===== config.mk =====
export PLATFORM = sky130hd
export DESIGN_NAME = key_event_decoder
export DESIGN_NICKNAME = d
export VERILOG_FILES = /design/src/rtl/key_event_decoder.sv
export SDC_FILE = /design/constraint.sdc
export NUM_CORES = 1
export LEC_CHECK = 0
export ABC_CLOCK_PERIOD_IN_PS = 5000
export CAP_MARGIN = 5
export CELL_PAD_IN_SITES_DETAIL_PLACEMENT = 1
export CELL_PAD_IN_SITES_GLOBAL_PLACEMENT = 2
export CORE_ASPECT_RATIO = 1.2
export CORE_UTILIZATION = 35
export DETAILED_ROUTE_END_ITERATION = 12
export GPL_ROUTABILITY_DRIVEN = 0
export PLACE_DENSITY = 0.73
export SYNTH_ARGS = -nofsm -noshare
export SYNTH_HDL_FRONTEND = slang
export SYNTH_SLANG_ARGS = --single-unit
export TNS_END_PERCENT = 20

===== constraint.sdc =====
create_clock -name clk -period 5 [get_ports clk]
set_clock_uncertainty 0.05 [all_clocks]
set_input_delay 1.25 -clock clk [delete_from_list [all_inputs] [get_ports clk]]
set_output_delay 1.25 -clock clk [all_outputs]
set_load 0.01 [all_outputs]

===== src/rtl/key_event_decoder.sv =====
// key_event_decoder: turns debounced key strobes into short/long/double
// click pulses (plus optional auto-repeat ticks) for the control logic.
// Ports: clk, rst_n (async, active low); key_stable (change strobe),
//   key_flag (0 = pressed); short_pulse, long_pulse, double_pulse,
//   repeat_pulse (one-cycle, registered); key_busy (gesture in progress).
// Build option: define KEY_REPEAT_EN to enable auto-repeat while held.
module key_event_decoder #(
   parameter int unsigned LONG_CNT = 200000,
   parameter int unsigned DBL_CNT  = 60000,
   parameter int unsigned REP_CNT  = 40000,
   parameter int unsigned CNT_W    = 18
) (
   input  logic clk,
   input  logic rst_n,
   input  logic key_stable,
   input  logic key_flag,
   output logic short_pulse,
   output logic long_pulse,
   output logic double_pulse,
   output logic repeat_pulse,
   output logic key_busy
);

   typedef enum logic [2:0] {
      IDLE,
      PRESS1,
      WAIT2,
      PRESS2,
      LONG_HOLD
   } state_t;

   localparam logic [CNT_W-1:0] LONG_END = CNT_W'(LONG_CNT - 1);
   localparam logic [CNT_W-1:0] DBL_END  = CNT_W'(DBL_CNT - 1);

   // Every terminal count must fit the counter and be reachable.
   if (LONG_CNT < 2 || DBL_CNT < 2 || REP_CNT < 2 ||
       LONG_CNT > (1 << CNT_W) || DBL_CNT > (1 << CNT_W) ||
       REP_CNT > (1 << CNT_W)) begin : g_bad_param
      $error("key_event_decoder: counter parameters out of range");
   end

   state_t           state;
   state_t           state_nxt;
   logic [CNT_W-1:0] cnt;
   logic [CNT_W-1:0] cnt_nxt;
   logic             short_nxt;
   logic             long_nxt;
   logic             dbl_nxt;
   logic             rep_nxt;
   logic             press_ev;
   logic             rel_ev;

   assign press_ev = key_stable & ~key_flag;
   assign rel_ev   = key_stable &  key_flag;

   always_comb begin
      state_nxt = state;
      short_nxt = 1'b0;
      long_nxt  = 1'b0;
      dbl_nxt   = 1'b0;
      rep_nxt   = 1'b0;
      // Key events are tested before timeouts so they win a tie.
      unique case (state)
         IDLE: begin
            if (press_ev) state_nxt = PRESS1;
         end
         PRESS1: begin
            if (rel_ev) begin
               state_nxt = WAIT2;
            end else if (cnt == LONG_END) begin
               state_nxt = LONG_HOLD;
               long_nxt  = 1'b1;
            end
         end
         WAIT2: begin
            if (press_ev) begin
               state_nxt = PRESS2;
            end else if (cnt == DBL_END) begin
               state_nxt = IDLE;
               short_nxt = 1'b1;
            end
         end
         PRESS2: begin
            if (rel_ev) begin
               state_nxt = IDLE;
               dbl_nxt   = 1'b1;
            end else if (cnt == LONG_END) begin
               state_nxt = LONG_HOLD;
               long_nxt  = 1'b1;
            end
         end
         LONG_HOLD: begin
            if (rel_ev) begin
               state_nxt = IDLE;
            end
`ifdef KEY_REPEAT_EN
            else if (cnt == CNT_W'(REP_CNT - 1)) begin
               rep_nxt = 1'b1;
            end
`endif
         end
         default: state_nxt = IDLE;
      endcase
   end

   // A repeat tick restarts the period without leaving LONG_HOLD.
   always_comb begin
      cnt_nxt = '0;
      if (state_nxt == state && !rep_nxt && state != IDLE)
         cnt_nxt = cnt + 1'b1;
   end

   always_ff @(posedge clk or negedge rst_n) begin
      if (!rst_n) begin
         state        <= IDLE;
         cnt          <= '0;
         short_pulse  <= 1'b0;
         long_pulse   <= 1'b0;
         double_pulse <= 1'b0;
         key_busy     <= 1'b0;
`ifdef KEY_REPEAT_EN
         repeat_pulse <= 1'b0;
`endif
      end else begin
         state        <= state_nxt;
         cnt          <= cnt_nxt;
         short_pulse  <= short_nxt;
         long_pulse   <= long_nxt;
         double_pulse <= dbl_nxt;
         key_busy     <= (state_nxt != IDLE);
`ifdef KEY_REPEAT_EN
         repeat_pulse <= rep_nxt;
`endif
      end
   end

`ifndef KEY_REPEAT_EN
   assign repeat_pulse = 1'b0;
`endif

endmodule


==> flow_summary.yaml <==
power_and_ir_drop:
  p_int_uw: 339
  ir_drop_mv: 0.202
  power.density_nw_per_um2: 347
  cellLeakagePower_nw: 0.604
  p_comb_share_pct: 27.6
  p_sw_share_pct: 34.2
  p_sw_uw: 177
  power_frac_clock_pct: 22.6
  pwr-share-seq_pct: 49.8
flow_run:
  drv_cap: 0
route:
  routedWlPerCell_um: 14.7
  drc: 0
  drt_iter0_drc: 45
  dr.pass1.iters: 4
  ant_nets: 0
  vias: 1017
  finalWirelength_mm: 2.89
  vias_per_cell: 5.19
critical_path:
  start_kind: "input pin"
  critPathLaunch: "key_flag"
  r2r-start: "cnt[0]$_DFF_PN0_"
  critPathCaptureType: "flop"
  crit_fanout: 18
  critPathRequiredTime_ns: 5.09
  reg2reg_to: "cnt[11]$_DFF_PN0_"
  ff2ff_path_depth: 6
  r2r_setup_slack_ns: 2.91
  critPathCapture: "cnt[11]$_DFF_PN0_"
  worstSetupPathType: "in2reg"
  cp.arrival_ns: 2.82
logic_synthesis:
  synth-seq-cells: 25
  synthesis.nets: 144
  syn_inst: 139
  yosysWarnings: 0
  yosys.area.top_type: "dfrtp_1"
  netlist_area_um2: 1360
  ys.flop_type: "dfrtp_1"
  ys_top_cells_by_area: "dfrtp_1 (46%), nor2_1 (7.5%), xor2_1 (6.5%), xnor2_1 (4.5%), nand4_1 (3.7%)"
  postSynthAreaPerCell_um2: 9.77
  synth_top_area_share_pct: 46.1
  ys_seq_area_share_pct: 46.1
  synth_edf_count: 0
  yosysUniqueCellTypes: 38
  synthArstFlopShare_pct: 100
global_route:
  grt_max_degree: 26
  antenna_found_initial: 0
  grt_pass1_vias: 1076
  grtUsageTotal_pct: 16.2
  grt_pass1_wl_mm: 4.98
  overflow: 0
timing:
  slew_headroom_pct: 25.3
  drv_slew: 0
  fmax_ghz: 0.366
  worstMarginPinSlew_ns: 1.12
  finalHoldViolations: 0
  rsz0062_at_grt: "false"
  setup-tns-final_ns: 0
  worst_slack_ns: 2.27
  fin_crit_sh_pct: 54.7
  holdWs_ns: 0.466
  setup_violations: 0
  period_needed_ns: 2.73
clock_tree:
  ctsResizeCount: 0
  cts_made_buffers: 3
  cts_setup_buffers: 0
  h-tree-depth: 1
  cts_tree: "done"
  clockRootBuffer: "clkbuf_8"
  clk_latency_ns: 0.26
  clockBufferDepth: 2
  clkTransAtPathRegs_ns: 0.08
  cts.hold.buffers_added: 0
  cts.sinks: 25
finish:
  syn_to_final_growth_pct: 9.31
  n_antenna_cell: 0
  drive_gt1_share_pct: 7.64
  finalInstanceArea_um2: 1480
  finalNetCount: 150
  utilization_pct: 40.5
die:
  die_width_um: 58.9
  die_area_um2: 4130
  start_util_pct: 37.1
  core-area_um2: 3660
  die-height_um: 70.2
  io_pins: 9
  rows: 24
place:
  preCtsSetupSlack_ns: 1.97
  dp_hpwl_mm: 2.20
  port_buffers: 7
  placed_area_um2: 1440
outcome:
  outcome: "completed"
hold_path:
  min_path_type: "reg2reg"
-- cell usage after synthesis (2+ instances only) --
cell,instances
xnor2_1,7
nor4_1,2
nand3_1,7
nand4_1,8
and2_1,3
dfrtp_1,25
inv_1,3
nor2_1,27
nand2b_1,2
nor3_1,4
xor2_1,10
and4_1,2
buf_6,3
nand2_1,11
buf_4,2
-- layer usage --
| layer | routed length (um) | part of all wire (%) | vias up | global-route usage [%] |
|---|---|---|---|---|
| li1 | - | - | 484 | - |
| met1 | 1230 | 43 | 518 | 19.0 |
| met2 | 1570 | 54 | 11 | 28.4 |
| met3 | 48 | 1.7 | 4 | 2.78 |
| met4 | 38 | 1.3 | 0 | 6.35 |
| met5 | 0 | 0 | - | 0 |
-- per-stage QoR --
step	cells	power (mW)
finish	196	0.516
global route	196	0.555
CTS	196	0.527
detailed placement	192	0.407
global placement	192	0.402
floorplan	139	0.373
-- worst max-delay path, stage by stage --
cell,delay (ns)
clkdlybuf4s50_1,0.48
nand2_1,0.12
and2_1,0.21
a21boi_0,0.22
a31o_2,0.43
nor2_1,0.10
-- layout by cell type (no fill, tap or decap), types with 2 or more instances in the layout --
cell             Yosys  routed
and2_1               3       3
and4_1               2       2
clkbuf_8             0       3
clkdlybuf4s50_1      0       7
dfrtp_1             25      25
inv_1                3       3
nand2_1             11      11
nand2b_1             2       2
nand3_1              7       7
nand4_1              8       8
nor2_1              27      27
nor3_1               4       4
nor4_1               2       2
xnor2_1              7       7
xor2_1              10      10
-- power groups by stage --
stage,Clock (mW),Sequential [mW],Combinational (mW)
5_1_grt,0.130,0.261,0.163
3_3_place_gp,0,0.260,0.141
4_1_cts,0.123,0.257,0.146
3_5_place_dp,0,0.262,0.145
6_report,0.116,0.257,0.142
2_1_floorplan,0,0.256,0.117
-- cells by family after synthesis --
group	share of synthesized area, %
AOI/OAI and AO/OA	4.79
xor gates and xnor gates	11.0
adders and majority gates	0.922
buffers and inverters	4.79
DFF	46.1
other	0.276
and+or+nand+nor	32.2
-- final cells by class --
cell class | count | area, um2
Inverter | 3 | 11.3
Tap cell | 52 | 65.1
Sequential cell | 25 | 626
Fill cell | 435 | 2180
Clock buffer | 4 | 45.0
Multi-Input combinational cell | 105 | 667
Timing Repair Buffer | 7 | 70.1
-- worst min path at each step --
| stage | startpoint | to | cells after the start |
|---|---|---|---|
| after floorplan | cnt[0]$_DFF_PN0_ | cnt[0]$_DFF_PN0_ | 1 |
| after global placement | cnt[0]$_DFF_PN0_ | cnt[0]$_DFF_PN0_ | 1 |
| after detailed placement | cnt[0]$_DFF_PN0_ | cnt[0]$_DFF_PN0_ | 1 |
| after CTS | cnt[0]$_DFF_PN0_ | cnt[0]$_DFF_PN0_ | 1 |
| after global routing | cnt[0]$_DFF_PN0_ | cnt[0]$_DFF_PN0_ | 1 |
| final | cnt[0]$_DFF_PN0_ | cnt[0]$_DFF_PN0_ | 1 |
-- registers in the layout, summed over array words and instances (netlist names) --
register,flops
short_pulse,1
double_pulse,1
long_pulse,1
state,3
cnt,18
key_busy,1
No activity file was read; power rests on OpenSTA's default activity.
